`src/rtl/mem_copy_dma.sv`:
```
// Word-by-word RAM-to-RAM copy engine: one READ and one WRITE cycle per word, ascending order.
// Optional build macro MEM_COPY_FILL_EN adds a fill mode that writes a constant at one cycle per word.
module mem_copy_dma #(
    parameter int ADDR_W = 12,
    parameter int DATA_W = 16
) (
    input  logic              clk,
    input  logic              reset,
    input  logic              start,
    input  logic [ADDR_W-1:0] src_addr,
    input  logic [ADDR_W-1:0] dst_addr,
    input  logic [ADDR_W:0]   length,
`ifdef MEM_COPY_FILL_EN
    input  logic              fill,
    input  logic [DATA_W-1:0] fill_value,
`endif
    output logic              busy,
    output logic              done,
    output logic [ADDR_W-1:0] mem_address,
    output logic [DATA_W-1:0] mem_in,
    output logic              mem_load,
    input  logic [DATA_W-1:0] mem_out
);

    typedef enum logic [1:0] {IDLE, READ, WRITE, DONE} state_t;

    state_t            state_q;
    logic [ADDR_W-1:0] srcAddr_q;
    logic [ADDR_W-1:0] dstAddr_q;
    logic [ADDR_W:0]   len_q;
    logic [ADDR_W:0]   idx_q;
    logic              busy_q;
    logic              done_q;
    logic [ADDR_W-1:0] memAddress_q;
    logic [DATA_W-1:0] memIn_q;
    logic              memLoad_q;
`ifdef MEM_COPY_FILL_EN
    logic              fill_q;
`endif

    logic [ADDR_W:0]   idxNext_d;
    logic              moreWords_d;
    logic [ADDR_W-1:0] curDstAddr_d;
    logic [ADDR_W-1:0] nextSrcAddr_d;
    logic [ADDR_W-1:0] nextDstAddr_d;

    // Addresses deliberately truncate to ADDR_W bits so regions wrap around the top of memory.
    always_comb begin
        idxNext_d     = idx_q + 1'b1;
        moreWords_d   = (idxNext_d < len_q);
        curDstAddr_d  = dstAddr_q + idx_q[ADDR_W-1:0];
        nextSrcAddr_d = srcAddr_q + idxNext_d[ADDR_W-1:0];
        nextDstAddr_d = dstAddr_q + idxNext_d[ADDR_W-1:0];
    end

    // All outputs are registered: the values for the next state are set on the transition into it.
    // memIn_q doubles as the captured-data register, so the word read is exactly the word written.
    always_ff @(posedge clk) begin
        if (reset) begin
            state_q      <= IDLE;
            srcAddr_q    <= '0;
            dstAddr_q    <= '0;
            len_q        <= '0;
            idx_q        <= '0;
            busy_q       <= 1'b0;
            done_q       <= 1'b0;
            memAddress_q <= '0;
            memIn_q      <= '0;
            memLoad_q    <= 1'b0;
`ifdef MEM_COPY_FILL_EN
            fill_q       <= 1'b0;
`endif
        end else begin
            case (state_q)
                IDLE: begin
                    if (start) begin
                        if (length != '0) begin
                            srcAddr_q <= src_addr;
                            dstAddr_q <= dst_addr;
                            len_q     <= length;
                            idx_q     <= '0;
                            busy_q    <= 1'b1;
`ifdef MEM_COPY_FILL_EN
                            fill_q    <= fill;
                            if (fill) begin
                                state_q      <= WRITE;
                                memAddress_q <= dst_addr;
                                memIn_q      <= fill_value;
                                memLoad_q    <= 1'b1;
                            end else begin
                                state_q      <= READ;
                                memAddress_q <= src_addr;
                            end
`else
                            state_q      <= READ;
                            memAddress_q <= src_addr;
`endif
                        end else begin
                            state_q <= DONE;
                            done_q  <= 1'b1;
                        end
                    end
                end
                READ: begin
                    state_q      <= WRITE;
                    memAddress_q <= curDstAddr_d;
                    memIn_q      <= mem_out;
                    memLoad_q    <= 1'b1;
                end
                WRITE: begin
                    idx_q <= idxNext_d;
                    if (moreWords_d) begin
`ifdef MEM_COPY_FILL_EN
                        if (fill_q) begin
                            memAddress_q <= nextDstAddr_d;
                        end else begin
                            state_q      <= READ;
                            memAddress_q <= nextSrcAddr_d;
                            memIn_q      <= '0;
                            memLoad_q    <= 1'b0;
                        end
`else
                        state_q      <= READ;
                        memAddress_q <= nextSrcAddr_d;
                        memIn_q      <= '0;
                        memLoad_q    <= 1'b0;
`endif
                    end else begin
                        state_q      <= DONE;
                        busy_q       <= 1'b0;
                        done_q       <= 1'b1;
                        memAddress_q <= '0;
                        memIn_q      <= '0;
                        memLoad_q    <= 1'b0;
                    end
                end
                DONE: begin
                    state_q <= IDLE;
                    done_q  <= 1'b0;
                end
                default: begin
                    state_q <= IDLE;
                end
            endcase
        end
    end

`ifndef MEM_COPY_FILL_EN
    logic unusedNextDst;
    assign unusedNextDst = ^nextDstAddr_d;
`endif

    assign busy        = busy_q;
    assign done        = done_q;
    assign mem_address = memAddress_q;
    assign mem_in      = memIn_q;
    assign mem_load    = memLoad_q;

endmodule

```
`config.mk`:
```
export PLATFORM = sky130hd
export DESIGN_NAME = mem_copy_dma
export DESIGN_NICKNAME = d
export VERILOG_FILES = /design/src/rtl/mem_copy_dma.sv
export SDC_FILE = /design/constraint.sdc
export NUM_CORES = 1
export LEC_CHECK = 0
export CORE_ASPECT_RATIO = 2
export CORE_UTILIZATION = 40
export CTS_BUF_LIST = sky130_fd_sc_hd__clkbuf_16
export CTS_CLUSTER_DIAMETER = 100
export DETAILED_ROUTE_END_ITERATION = 8
export PLACE_DENSITY = 0.59
export SYNTH_ARGS = -nofsm -noshare
export SYNTH_HDL_FRONTEND = slang
export SYNTH_SLANG_ARGS = --single-unit
```
`constraint.sdc`:
```
create_clock -name clk -period 4 [get_ports clk]
set_clock_uncertainty 0.05 [all_clocks]
set_input_delay 0.4 -clock clk [delete_from_list [all_inputs] [get_ports clk]]
set_output_delay 0.4 -clock clk [all_outputs]
set_load 0.005 [all_outputs]
```
==> results.md <==
- Io pins: 87
- Final worst path period share: between 80% and 90%
- Layout area overhead: 25.5%
- Routability congestion estimate: 1.00
- Mapped Nets: 698
- Initial DRC Count: 237
- Finish-stage setup viols: 0
- Critical Path Fanout Max: 14
- Vias: 4566
- Layout Nets: 774
- Core area: 0.0118 sq mm
- Worst hold path type: flop to flop
- Die area: 0.0127 sq mm
- Simple-gate portion of the synthesized area: 19.6%
- WL/cell: between 15 and 20 um
- Final min period: 3.37 ns
- Final Hold Viols: 0
- Final hold slack: 0.408 ns
- Layout cell share with drive strength beyond 1: under 10%
- Post-synth ARST share: 0%
- Flop2flop setup slack: 0.63 ns
- YS warnings: 0
- Main combinational cell family by area after synthesis: compound AO/OA/AOI/OAI gates
- Status: completed
- RR Endpoint: mem_address[6]$_SDFFE_PP0P_
- Clock sink count: 83
- Most frequent cells in the layout: 104 x nand2_1, 85 x clkdlybuf4s50_1, 83 x dfxtp_1
- Gr usage total: 24.6%
- FF+latch count, synth: 83
- N_diodes: 0
- Post-Route Setup TNS: 0 ns
- Post-Synth Adder-Cell Area: a little under an eighth
- Reg2reg start: idx_q[3]$_SDFFE_PP0P_
- Xor/xnor share of the synthesized area: slightly above 5%
- Die Wd: ~80 um
- Worst hold start: len_q[7]$_SDFFE_PP0P_
- Reg clk slew, reported paths: 0.06 ns
- Syn Inst Count: 597
- Number of buffers created by CTS: 9
- Post-CTS Resized: 0
- Compound-Gate Fraction of Synth Area: 23.2%
- Avg Cell Area, Syn: 8.20 sq um
- DP HPWL: 11500 um
- Die H: ~160 um
- Post-synthesis cell type count: 64
- Root buf cell: clkbuf_16
- Synth Flop Type: dfxtp_1
- CP Data Required Time: 4.20 ns
- Post-synth EDFFs: 0
- Min-Delay Endpoint: len_q[7]$_SDFFE_PP0P_
- Drt pass-1 iters: 5
- Routed Antenna Nets: 0
- PD cells: 583 mW/mm^2
- Post-synth top area share: 33.9%
- # rows: 56
- Post-CTS Hold Buffers: 0
- # DRC: 0
- Startpoint Class: flop
- Seq/Total Area, Yosys: 33.9%
- Largest net degree at the start of global routing: 47
- Kind of end point of the critical path: flop
- Synth area leaders: dfxtp_1 34%, ha_1 11%, nand2_1 8.0%, a21oi_1 6.7%, nor2_1 3.4%
- VDD IR max: 250 uV
- First-pass GRT wire length: 23300 um
- CP arrival: 3.58 ns
- Max cap viols: 0
- Commonest non-fill, non-tap cell in the layout: nand2_1
- Setup Crit Path Kind: flop to flop
- WHS Path Cells: 2
- Longest Clk Path Bufs: 2
- Multiplexer share of the synthesized area: ~1.3%
- Post-CTS Setup Repair Bufs: 0
- R2R depth: 12
- Total global routing overflow: 0
- Avg Vias per Cell: ~5.5
- Post-Route WL: 14800 um
- Starting Density: 41.4%
- Number of port buffers: 86
- Worst skew pair latency: 0.34 ns
- Fmax: a little under 0.3 GHz
- CTS tree: yes
- Initial antenna violation count: 0
- Number of global-route vias before repair: 4632
- Slew headroom: 22.2%
- Final slew viol count: 0
- H-tree Lvls: 3
- Leakage: between 0.002 and 0.003 uW
- Actual slew at the worst max-slew pin: 1.16 ns
- Area leader, netlist: dfxtp_1
- Post-synthesis cell area: 0.00490 sq mm
- Unrepaired setup endpoints after global routing: no
==> metrics by stage <==
stage | util [%] | instance area [sq um] | setup slack (ns) | cells | power, uW
after floorplan | - | 4900 | 0.872 | 597 | 2100
after global placement | 49.4 | 5850 | 0.780 | 807 | 2730
after detailed placement | 49.4 | 5850 | 0.693 | 807 | 2760
after CTS | 51.9 | 6140 | 0.642 | 823 | 3610
after global routing | 51.9 | 6140 | 0.374 | 823 | 3810
final | 51.9 | 6140 | 0.628 | 823 | 3580
==> routing by layer <==
layer	wire length [um]	up-vias	global-route usage [%]
met5	0	-	0
met4	990	0	17.9
met3	436	44	3.38
met2	7770	124	44.6
met1	5610	2111	25.1
li1	-	2287	-
==> state kept, by name, indices dropped and copies added, names as in the netlist <==
| register | cells |
|---|---|
| busy | 1 |
| done | 1 |
| dstAddr_q | 12 |
| idx_q | 13 |
| len_q | 13 |
| mem_address | 12 |
| mem_in | 16 |
| mem_load | 1 |
| srcAddr_q | 12 |
| state_q | 2 |
==> worst max path at each step <==
stage	start	endpoint	slack [ns]	cells past startpoint
global placement	idx_q[2]$_SDFFE_PP0P_	mem_address[6]$_SDFFE_PP0P_	0.78	12
finish	idx_q[3]$_SDFFE_PP0P_	mem_address[6]$_SDFFE_PP0P_	0.63	12
CTS	idx_q[3]$_SDFFE_PP0P_	mem_address[6]$_SDFFE_PP0P_	0.64	12
floorplan	idx_q[1]$_SDFFE_PP0P_	done$_SDFFE_PP0P_	0.87	14
global route	idx_q[3]$_SDFFE_PP0P_	mem_address[10]$_SDFFE_PP0P_	0.37	12
detailed placement	idx_q[2]$_SDFFE_PP0P_	mem_address[8]$_SDFFE_PP0P_	0.69	12
==> cell type report <==
cell class,instances,area (sq um)
Inverter,25,93.8
Fill cell,1154,5700
Clock buffer,9,225
Timing Repair Buffer,95,923
Tap cell,145,181
Sequential cell,83,1660
Multi-Input combinational cell,459,2990
Clock inverter,7,68.8
==> synth_stat cells, types with 2 or more instances <==
library cell	number
dfxtp_1	83
o22ai_1	2
o211ai_1	3
xor2_1	10
nand2_1	104
a221oi_1	7
inv_1	25
o21bai_1	2
a22o_1	2
a21oi_1	66
and2_1	8
a21o_1	12
nand4_1	6
ha_1	43
nand3b_1	5
a21boi_0	2
nor2_1	44
nand3_1	16
o32ai_1	5
o21ai_0	16
buf_4	2
fa_1	2
a211oi_1	7
a32oi_1	2
or3_1	3
nor4_2	2
a31oi_1	7
o31ai_1	3
buf_2	7
a22oi_1	19
a311oi_1	2
and3_1	3
clkbuf_1	17
a221o_2	2
nor3_1	8
nand2b_1	2
buf_6	3
xnor2_1	16
mux2i_1	4
==> cell families after synthesis <==
family | after synthesis
simple gates | 210
compound gates | 171
flops | 83
buf+inv | 55
fa+ha+maj | 45
xor+xnor | 27
mux | 6
==> where the power goes <==
part,total (uW),leakage [uW],switching (uW),internal (uW)
clock,838,0.000147,355,483
combinational,1590,0.00170,911,675
sequential,1160,0.000679,133,1020
total,3580,0.00253,1400,2180
==> critical path: stages (launching register included) <==
cell	delay, ns
dfxtp_1	0.47
nand4_1	0.27
or2_2	0.41
nor2_1	0.14
xor2_1	0.31
ha_1	0.30
and4_2	0.22
a21oi_1	0.16
o221ai_2	0.13
a211oi_2	0.20
buf_4	0.25
a221oi_1	0.11
o31ai_1	0.26
Note: power is estimated with default switching activity, not from simulation.
